## config.mk

```make
export PLATFORM = sky130hd
export DESIGN_NAME = decrypt_ctrl_flat
export DESIGN_NICKNAME = d
export VERILOG_FILES = /design/src/rtl/decrypt_ctrl_if.sv /design/src/rtl/decrypt_ctrl.sv /design/src/flat_wrapper.sv
export SDC_FILE = /design/constraint.sdc
export NUM_CORES = 1
export LEC_CHECK = 0
export BUFFER_PORTS_ARGS = -buffer_cell sky130_fd_sc_hd__buf_2
export CORE_MARGIN = 1.5
export CORE_UTILIZATION = 40
export DETAILED_ROUTE_END_ITERATION = 16
export PLACE_DENSITY = 0.83
export SLEW_MARGIN = 5
export SYNTH_ARGS = -nofsm -noshare
export SYNTH_HDL_FRONTEND = slang
export SYNTH_SLANG_ARGS = --single-unit
```

## constraint.sdc

```tcl
create_clock -name clk -period 3.9 [get_ports clk]
set_input_delay 0.78 -clock clk [delete_from_list [all_inputs] [get_ports clk]]
set_output_delay 0.78 -clock clk [all_outputs]
set_load 0.05 [all_outputs]
```

## src/rtl/decrypt_ctrl_if.sv

```systemverilog
// Bus bundle between decrypt_ctrl, its two key/ciphertext memories, the
// downstream decrypt accumulator and the plaintext consumer.
//
// Result handshake: result_valid rises once result holds a new value and
// stays high, with result held constant, until a cycle where result_ready is
// also high; the transfer happens on that clock edge. result_ready may be
// asserted before result_valid, and must not be used by the consumer to
// infer that a result exists.
interface decrypt_ctrl_if #(
  parameter int CIPHERTEXT_WIDTH = 10,
  parameter int PLAINTEXT_WIDTH  = 6,
  parameter int DIM_WIDTH        = 4,
  parameter int PARALLEL         = 1
);

  // memory read port (same address to both memories, 1-cycle latency)
  logic                                 mem_rd;
  logic [DIM_WIDTH:0]                   mem_addr;
  logic [CIPHERTEXT_WIDTH*PARALLEL-1:0] mem_sk_rdata;
  logic [CIPHERTEXT_WIDTH*PARALLEL-1:0] mem_ct_rdata;

  // decrypt accumulator stream
  logic                                 dec_en;
  logic [DIM_WIDTH:0]                   dec_row;
  logic [CIPHERTEXT_WIDTH*PARALLEL-1:0] dec_sk_entry;
  logic [CIPHERTEXT_WIDTH*PARALLEL-1:0] dec_ct_entry;
  logic [PLAINTEXT_WIDTH-1:0]           dec_result;

  // plaintext result handshake
  logic [PLAINTEXT_WIDTH-1:0]           result;
  logic                                 result_valid;
  logic                                 result_ready;

  modport master (
    output mem_rd, mem_addr,
    input  mem_sk_rdata, mem_ct_rdata,
    output dec_en, dec_row, dec_sk_entry, dec_ct_entry,
    input  dec_result,
    output result, result_valid,
    input  result_ready
  );

  modport slave (
    input  mem_rd, mem_addr,
    output mem_sk_rdata, mem_ct_rdata,
    input  dec_en, dec_row, dec_sk_entry, dec_ct_entry,
    output dec_result,
    input  result, result_valid,
    output result_ready
  );

endinterface

```

## src/rtl/decrypt_ctrl.sv

```systemverilog
// decrypt_ctrl: sequences one decryption. Reads the key and ciphertext
// memories beat by beat, streams the lanes into the decrypt accumulator with
// en/row framing (tail lanes past DIMENSION forced to zero), then captures the
// low plaintext bits and holds them under a valid/ready handshake.
//
// Optional feature macro: DECRYPT_CTRL_PERF_EN adds a saturating 16-bit
// op_count output counting completed result handshakes.
module decrypt_ctrl #(
  parameter int CIPHERTEXT_WIDTH = 10,
  parameter int PLAINTEXT_WIDTH  = 6,
  parameter int DIMENSION        = 10,
  parameter int DIM_WIDTH        = 4,
  parameter int PARALLEL         = 1
) (
  input  logic        clk,
  input  logic        rst,
  input  logic        start,
  output logic        busy,
  output logic [2:0]  dbg_state,
`ifdef DECRYPT_CTRL_PERF_EN
  output logic [15:0] op_count,
`endif
  decrypt_ctrl_if.master bus
);

  localparam int AW    = DIM_WIDTH + 1;
  localparam int LW    = CIPHERTEXT_WIDTH * PARALLEL;
  localparam int BEATS = (DIMENSION + PARALLEL - 1) / PARALLEL;
  localparam logic [AW-1:0] LAST_BEAT = AW'(BEATS - 1);

  typedef enum logic [2:0] {
    S_IDLE   = 3'd0,
    S_FETCH  = 3'd1,
    S_STREAM = 3'd2,
    S_DRAIN  = 3'd3,
    S_HOLD   = 3'd4
  } state_t;

  state_t                     state_q, state_d;
  logic [AW-1:0]              beat_q, beat_d;
  logic                       mem_rd;
  logic [AW-1:0]              mem_addr;
  logic                       dec_en;
  logic [AW-1:0]              dec_row;
  logic [LW-1:0]              sk_lanes;
  logic [LW-1:0]              ct_lanes;
  logic                       result_valid;
  logic [PLAINTEXT_WIDTH-1:0] result_q;

  // state and beat index registers
  always_ff @(posedge clk) begin
    if (rst) begin
      state_q <= S_IDLE;
      beat_q  <= '0;
    end else begin
      state_q <= state_d;
      beat_q  <= beat_d;
    end
  end

  // next-state and framing outputs; the read for beat b+1 is issued during
  // beat b so the memory latency is hidden and STREAM never stalls
  always_comb begin
    state_d      = state_q;
    beat_d       = beat_q;
    mem_rd       = 1'b0;
    mem_addr     = '0;
    dec_en       = 1'b0;
    dec_row      = '0;
    result_valid = 1'b0;
    case (state_q)
      S_IDLE: begin
        if (start) state_d = S_FETCH;
      end
      S_FETCH: begin
        mem_rd  = 1'b1;
        beat_d  = '0;
        state_d = S_STREAM;
      end
      S_STREAM: begin
        dec_en  = 1'b1;
        dec_row = beat_q;
        if (beat_q < LAST_BEAT) begin
          mem_rd   = 1'b1;
          mem_addr = beat_q + 1'b1;
          beat_d   = beat_q + 1'b1;
        end else begin
          state_d = S_DRAIN;
        end
      end
      S_DRAIN: begin
        state_d = S_HOLD;
      end
      S_HOLD: begin
        result_valid = 1'b1;
        if (bus.result_ready) state_d = S_IDLE;
      end
      default: state_d = S_IDLE;
    endcase
  end

  // lane pass-through during STREAM; lanes beyond the vector end read as zero
  always_comb begin
    sk_lanes = '0;
    ct_lanes = '0;
    if (state_q == S_STREAM) begin
      for (int j = 0; j < PARALLEL; j++) begin
        if (int'(beat_q) * PARALLEL + j < DIMENSION) begin
          sk_lanes[j*CIPHERTEXT_WIDTH +: CIPHERTEXT_WIDTH] =
            bus.mem_sk_rdata[j*CIPHERTEXT_WIDTH +: CIPHERTEXT_WIDTH];
          ct_lanes[j*CIPHERTEXT_WIDTH +: CIPHERTEXT_WIDTH] =
            bus.mem_ct_rdata[j*CIPHERTEXT_WIDTH +: CIPHERTEXT_WIDTH];
        end
      end
    end
  end

  // capture the finished dot product; held until the next DRAIN
  always_ff @(posedge clk) begin
    if (rst) result_q <= '0;
    else if (state_q == S_DRAIN) result_q <= bus.dec_result;
  end

`ifdef DECRYPT_CTRL_PERF_EN
  logic op_done;
  assign op_done = (state_q == S_HOLD) && bus.result_ready;

  // count completed result handshakes, saturating
  always_ff @(posedge clk) begin
    if (rst) op_count <= '0;
    else if (op_done && (op_count != 16'hFFFF)) op_count <= op_count + 16'd1;
  end
`endif

  assign busy             = (state_q != S_IDLE);
  assign dbg_state        = state_q;
  assign bus.mem_rd       = mem_rd;
  assign bus.mem_addr     = mem_addr;
  assign bus.dec_en       = dec_en;
  assign bus.dec_row      = dec_row;
  assign bus.dec_sk_entry = sk_lanes;
  assign bus.dec_ct_entry = ct_lanes;
  assign bus.result       = result_q;
  assign bus.result_valid = result_valid;

endmodule

```

## src/flat_wrapper.sv

```systemverilog
// flat-port wrapper written by rule: the top's interface ports become plain ports
module decrypt_ctrl_flat 
#(
  parameter int CIPHERTEXT_WIDTH = 10,
  parameter int PLAINTEXT_WIDTH  = 6,
  parameter int DIMENSION        = 10,
  parameter int DIM_WIDTH        = 4,
  parameter int PARALLEL         = 1
)
  (clk, rst, start, busy, dbg_state, bus_mem_rd, bus_mem_addr, bus_mem_sk_rdata, bus_mem_ct_rdata, bus_dec_en, bus_dec_row, bus_dec_sk_entry, bus_dec_ct_entry, bus_dec_result, bus_result, bus_result_valid, bus_result_ready);
  decrypt_ctrl_if #(.CIPHERTEXT_WIDTH(CIPHERTEXT_WIDTH), .PLAINTEXT_WIDTH(PLAINTEXT_WIDTH), .DIM_WIDTH(DIM_WIDTH), .PARALLEL(PARALLEL)) bus_i ();
  input  logic clk;
  input  logic rst;
  input  logic start;
  output logic busy;
  output logic [2:0] dbg_state;
  output wire logic [$bits(bus_i.mem_rd)-1:0] bus_mem_rd;
  output wire logic [$bits(bus_i.mem_addr)-1:0] bus_mem_addr;
  input wire logic [$bits(bus_i.mem_sk_rdata)-1:0] bus_mem_sk_rdata;
  input wire logic [$bits(bus_i.mem_ct_rdata)-1:0] bus_mem_ct_rdata;
  output wire logic [$bits(bus_i.dec_en)-1:0] bus_dec_en;
  output wire logic [$bits(bus_i.dec_row)-1:0] bus_dec_row;
  output wire logic [$bits(bus_i.dec_sk_entry)-1:0] bus_dec_sk_entry;
  output wire logic [$bits(bus_i.dec_ct_entry)-1:0] bus_dec_ct_entry;
  input wire logic [$bits(bus_i.dec_result)-1:0] bus_dec_result;
  output wire logic [$bits(bus_i.result)-1:0] bus_result;
  output wire logic [$bits(bus_i.result_valid)-1:0] bus_result_valid;
  input wire logic [$bits(bus_i.result_ready)-1:0] bus_result_ready;
  assign bus_mem_rd = bus_i.mem_rd;
  assign bus_mem_addr = bus_i.mem_addr;
  assign bus_i.mem_sk_rdata = bus_mem_sk_rdata;
  assign bus_i.mem_ct_rdata = bus_mem_ct_rdata;
  assign bus_dec_en = bus_i.dec_en;
  assign bus_dec_row = bus_i.dec_row;
  assign bus_dec_sk_entry = bus_i.dec_sk_entry;
  assign bus_dec_ct_entry = bus_i.dec_ct_entry;
  assign bus_i.dec_result = bus_dec_result;
  assign bus_result = bus_i.result;
  assign bus_result_valid = bus_i.result_valid;
  assign bus_i.result_ready = bus_result_ready;
  decrypt_ctrl #(.CIPHERTEXT_WIDTH(CIPHERTEXT_WIDTH), .PLAINTEXT_WIDTH(PLAINTEXT_WIDTH), .DIMENSION(DIMENSION), .DIM_WIDTH(DIM_WIDTH), .PARALLEL(PARALLEL)) u_core (.clk(clk), .rst(rst), .start(start), .busy(busy), .dbg_state(dbg_state), .bus(bus_i));
endmodule
```

# --- Word level (Yosys, flattened, before mapping) ---
# Cells that the tools add are included.
classes:
  n_addsub: 1
  magnitude_cmp: 2
  n_eq_ne: 8
  mux: 17
  reduce_logical: 5
ops:
  columns: ["operator", "n"]
  rows:
  - ["10-bit 2-to-1 mux", 4]
  - ["5-bit 2-to-1 mux", 4]
  - ["3-bit one-hot mux with 5 select lines", 1]
  - ["5-bit by 4-bit < comparator with 1-bit output (second input constant)", 2]
  - ["5-bit one-hot mux with 2 select lines", 1]
  - ["3-bit 2-to-1 mux", 3]
  - ["3-bit by 2-bit equality test with 1-bit output (second input constant)", 2]
  - ["2-bit inequality test (second input constant)", 3]
  - ["5-bit by 1-bit adder with 5-bit output (second input constant)", 1]
  - ["3-bit by 1-bit equality test with 1-bit output (second input constant)", 1]
  - ["3-bit equality test (second input constant)", 1]
  - ["3-bit logical NOT", 1]
  - ["1-bit 2-to-1 mux", 3]
  - ["3-bit AND reduction", 1]
  - ["3-bit nonzero test", 1]
  - ["2-bit by 1-bit inequality test with 1-bit output (second input constant)", 1]
  - ["1-bit one-hot mux with 2 select lines", 1]
  - ["2-bit AND reduction", 1]
  - ["2-bit nonzero test", 1]
totals:
  register_bits: 14
  in_bits: 30
  wordCells: 36

# --- Depth between registers and ports, before layout ---
logic_depth:
  depth_word: 3
  mapped_depth: 5
  ltp_nobuf: 4

# --- Worst setup path before layout ---
# No wires, ideal clock.
synth_path:
  path_type: "reg2out"
  from: "register u_core.state_q[1], in the netlist u_core.dbg_state[1]"
  to: "output bus_dec_row[0]"
  t_arrival_ps: 2780
  setup_slack_ps: 340
  path_stages_with_launch: 4
  path_cell_list: "dfxtp_1 buf_4 nor3b_1 and2_1"
synth_between:
  elab_chain_cells: 2
synth_lines:
  columns: ["item", "line", "rtl"]
  rows:
  - ["start, declared", "decrypt_ctrl.sv:39", "state_t state_q, state_d;"]
  - ["start signal, assigned", "decrypt_ctrl.sv:56", "state_q <= state_d;"]
  - ["3-bit by 2-bit equality test with 1-bit output", "decrypt_ctrl.sv:71", "case (state_q)"]
  - ["5-bit 2-to-1 mux", "decrypt_ctrl.sv:71", null]
  - ["end, declared", "flat_wrapper.sv:22", "output wire logic [$bits(bus_i.dec_row)-1:0] bus_dec_row;"]
# Every way passes these cells.

# --- Final worst setup path ---
layout_path:
  from: "register u_core.state_q[1], in the netlist u_core.dbg_state[1]"
  to: "output bus_mem_addr[2]"
layout_between:
  elab_chain_cells: 2
layout_lines:
  columns: ["item", "line", "rtl"]
  rows:
  - ["3-bit by 2-bit equality test with 1-bit output", "decrypt_ctrl.sv:71", null]
  - ["5-bit 2-to-1 mux", "decrypt_ctrl.sv:71", null]
  - ["end, declared", "flat_wrapper.sv:18", "output wire logic [$bits(bus_i.mem_addr)-1:0] bus_mem_addr;"]
# Every way passes these cells.

==> run_results.csv <==
group,metric,value,unit
yosys,yosysTopAreaCell,"dfxtp_1",
global_routing,grt_usage,18.9,%
place,dp.final_hpwl,1790,um
floorplan,ios,73,
detailed_routing,wl_met3,94,um
final_layout,multi_input_area,509,um^2
clock_network,clk_latency,280,ps
detailed_routing,drtPass1Iterations,4,
final_layout,area_growth,45.0,%
clock_network,cts-resized-gates,0,
sta,hold_violations,0,
clock_network,cts_htree_levels,1,
detailed_routing,top_layer_used,"met4",
detailed_routing,wl_met1,938,um
clock_network,cts_buffer_depth,2,
yosys,postSynthAreaPerCell,8.17,um^2
detailed_routing,drt_wl_total,2300,um
detailed_routing,met2_length,1250,um
detailed_routing,drcViolationCount,0,
sta,fmax,388,MHz
run_status,outcome,"completed",
floorplan,initial_utilization,43.3,%
setup_path,worstPathRequired,3120,ps
yosys,ys_warn_count,0,
clock_network,clkTransAtPathRegs,90,ps
sta,setup_violations,0,
global_routing,first_global_vias,838,
final_layout,final_area,1240,um^2
power,p_clk_share,20.8,%
setup_path,arrival,1800,ps
sta,skew,3.07,ps
yosys,async_flop_share,0,%
clock_network,cts_root_buf,"clkbuf_4",
yosys,synthTopCellsByArea,"dfxtp_1 33%, and3_1 15%, mux2i_1 7.0%",
power,internal_power,0.000271,W
power,p_comb_share,46.5,%
floorplan,die_w,49.3,um
flow_run,maxCapViolCount,0,
clock_network,tritoncts,"built",
detailed_routing,ant_nets,0,
detailed_routing,vias,984,
yosys,ys_types,33,
detailed_routing,avgRoutedWirePerCell,11.6,um
yosys,synth.yosys.seq_area_share,32.7,%
detailed_routing,drt_iter0_markers,27,
sta,rsz0062_at_grt,"no",
yosys,synthesis.area,858,um^2
worst_hold_path,hp-class,"reg2reg",
sta,final.setup.tns,0,ps
global_routing,antenna_found_initial,0,
power,power.density,405,nW/um^2
detailed_routing,via_per_inst,4.97,
yosys,synth_top_area_share,32.7,%
place,numPortBuffers,71,
place,gp_congestion,0.739,
clock_network,clkSinkCount,14,
floorplan,coreArea,1980,um^2
sta,finalCritPeriodShare,66.1,%
global_routing,grt_pass1_wl,3700,um
power,power_frac_seq,32.7,%
floorplan,chipHeight,49.3,um
final_layout,drive_gt1_share,46.8,%
setup_path,cp-end-kind,"primary output",
yosys,synth-edff-count,0,
place,place_area,1210,um^2
clock_network,numCtsBuffers,3,
yosys,synth_ff_type,"dfxtp_1",
sta,final_max_slew_viol_count,0,
place,pre_cts_slack,1630,ps
yosys,syn_nets,136,
power,leakage,0.785,nW
power,ir_drop,0.212,mV
global_routing,grt_max_degree,25,
yosys,netlist_instances,105,
setup_path,crit_fanout,24,
final_layout,seqCellArea,280,um^2
power,p_sw,0.000234,W
floorplan,dieArea,2430,um^2
sta,period_needed,2580,ps
final_layout,n_fill_cell,182,
final_layout,post-route-util,62.8,%
setup_path,critPathLaunchType,"flip-flop",
final_layout,fin_nets,203,
sta,worst_slack,1320,ps
power,switching_share,46.3,%
floorplan,core.rowCount,16,
global_routing,overflow,0,
yosys,synth_seq_cells,14,
final_layout,diodes,0,
clock_network,cts_hold_repair.buffers,0,
setup_path,critPathKind,"reg2out",
clock_network,postCtsSetupRepairBufs,0,
## final cells by class
cell class / count / share of cell area (%)
well taps: 27 / 2.71
clock buffers: 4 / 2.91
inverters: 4 / 1.21
multi-input cells: 76 / 40.9
repair buffers: 73 / 29.7
flip-flops and latches: 14 / 22.5
## cells in the final DEF (no fill, tap or decap), drive strengths merged
| master | Yosys | final |
|---|---|---|
| o311ai | 1 | 1 |
| xor2 | 1 | 1 |
| inv | 4 | 4 |
| a21oi | 4 | 4 |
| and2 | 5 | 5 |
| nand2b | 2 | 2 |
| nand3 | 3 | 3 |
| o211ai | 2 | 2 |
| o22ai | 1 | 1 |
| conb | 1 | 1 |
| and3 | 20 | 20 |
| o21ai | 1 | 1 |
| nand2 | 2 | 2 |
| or4b | 1 | 1 |
| o31ai | 1 | 1 |
| nor2 | 8 | 8 |
| nor3 | 2 | 2 |
| or3b | 1 | 1 |
| nor4 | 1 | 1 |
| ha | 1 | 1 |
| nand3b | 1 | 1 |
| a41oi | 1 | 1 |
| dfxtp | 14 | 14 |
| buf | 4 | 73 |
| mux2i | 6 | 6 |
| nor4b | 1 | 1 |
| o31a | 1 | 1 |
| or4 | 1 | 1 |
| xnor2 | 2 | 2 |
| nor3b | 4 | 4 |
| clkbuf | 7 | 4 |
| or3 | 1 | 1 |
## path summary, 6_finish.rpt
path / cells after the start / startpoint / to / slack [ps]
max: 5 / u_core.dbg_state[1]$_SDFFE_PP0P_ / bus_mem_addr[2] / 1320
min: 2 / u_core.bus.result[3]$_SDFFE_PP0P_ / u_core.bus.result[3]$_SDFFE_PP0P_ / 510
max reg2reg: 3 / u_core.dbg_state[1]$_SDFFE_PP0P_ / u_core.beat_q[2]$_SDFFE_PP0P_ / 2210
min reg2reg: 2 / u_core.bus.result[3]$_SDFFE_PP0P_ / u_core.bus.result[3]$_SDFFE_PP0P_ / 510
## layer usage
| metal | global-route usage [%] | vias to the layer above |
|---|---|---|
| met5 | 0 | - |
| met4 | 7.14 | 0 |
| met3 | 1.84 | 4 |
| met2 | 33.8 | 29 |
| met1 | 23.1 | 448 |
| li1 | - | 503 |
## kinds of logic after synthesis
group | share of synthesized area [%]
flip-flops | 32.7
adder cells (fa/ha/maj) | 1.46
AO/OA/AOI/OAI | 9.33
multiplexers | 7.00
XOR/XNOR | 3.06
buffers and inverters | 8.75
other | 0.437
AND/OR/NAND/NOR | 37.3
## stage by stage
| step | total power [W] | hold WS (ps) | instances |
|---|---|---|---|
| 3_5_place_dp | 0.000403 | 495 | 194 |
| 3_3_place_gp | 0.000400 | 471 | 194 |
| 6_report | 0.000505 | 509 | 198 |
| 2_1_floorplan | 0.000353 | 483 | 105 |
| 4_1_cts | 0.000509 | 519 | 198 |
| 5_1_grt | 0.000528 | 567 | 198 |
## power by group through the flow
stage	Sequential, W	Combinational (W)	Clock, W
2_1_floorplan	0.000179	0.000173	0
3_3_place_gp	0.000167	0.000233	0
3_5_place_dp	0.000168	0.000235	0
4_1_cts	0.000165	0.000236	0.000109
5_1_grt	0.000167	0.000247	0.000114
6_report	0.000165	0.000235	0.000105
## cell usage after synthesis, types with 2 or more instances
cell	count
and2_1	5
nor2_1	8
nand2b_1	2
nor3b_1	4
and3_1	20
inv_1	4
dfxtp_1	14
o211ai_1	2
clkbuf_1	7
nor3_1	2
nand2_1	2
a21oi_1	4
nand3_1	3
buf_4	3
mux2i_1	6
xnor2_1	2
## worst max-delay path, cell delays in order, from the launching register on
cell	delay (ps)
dfxtp_1	510
nor4b_2	250
buf_4	250
nand2_1	120
nor2_1	120
buf_2	260
## flip-flops by register name, indices dropped and copies added (netlist names)
| signal | cells |
|---|---|
| u_core.bus.result | 6 |
| u_core.beat_q | 5 |
| u_core.dbg_state | 3 |
Note: power is estimated with default switching activity, not from simulation.
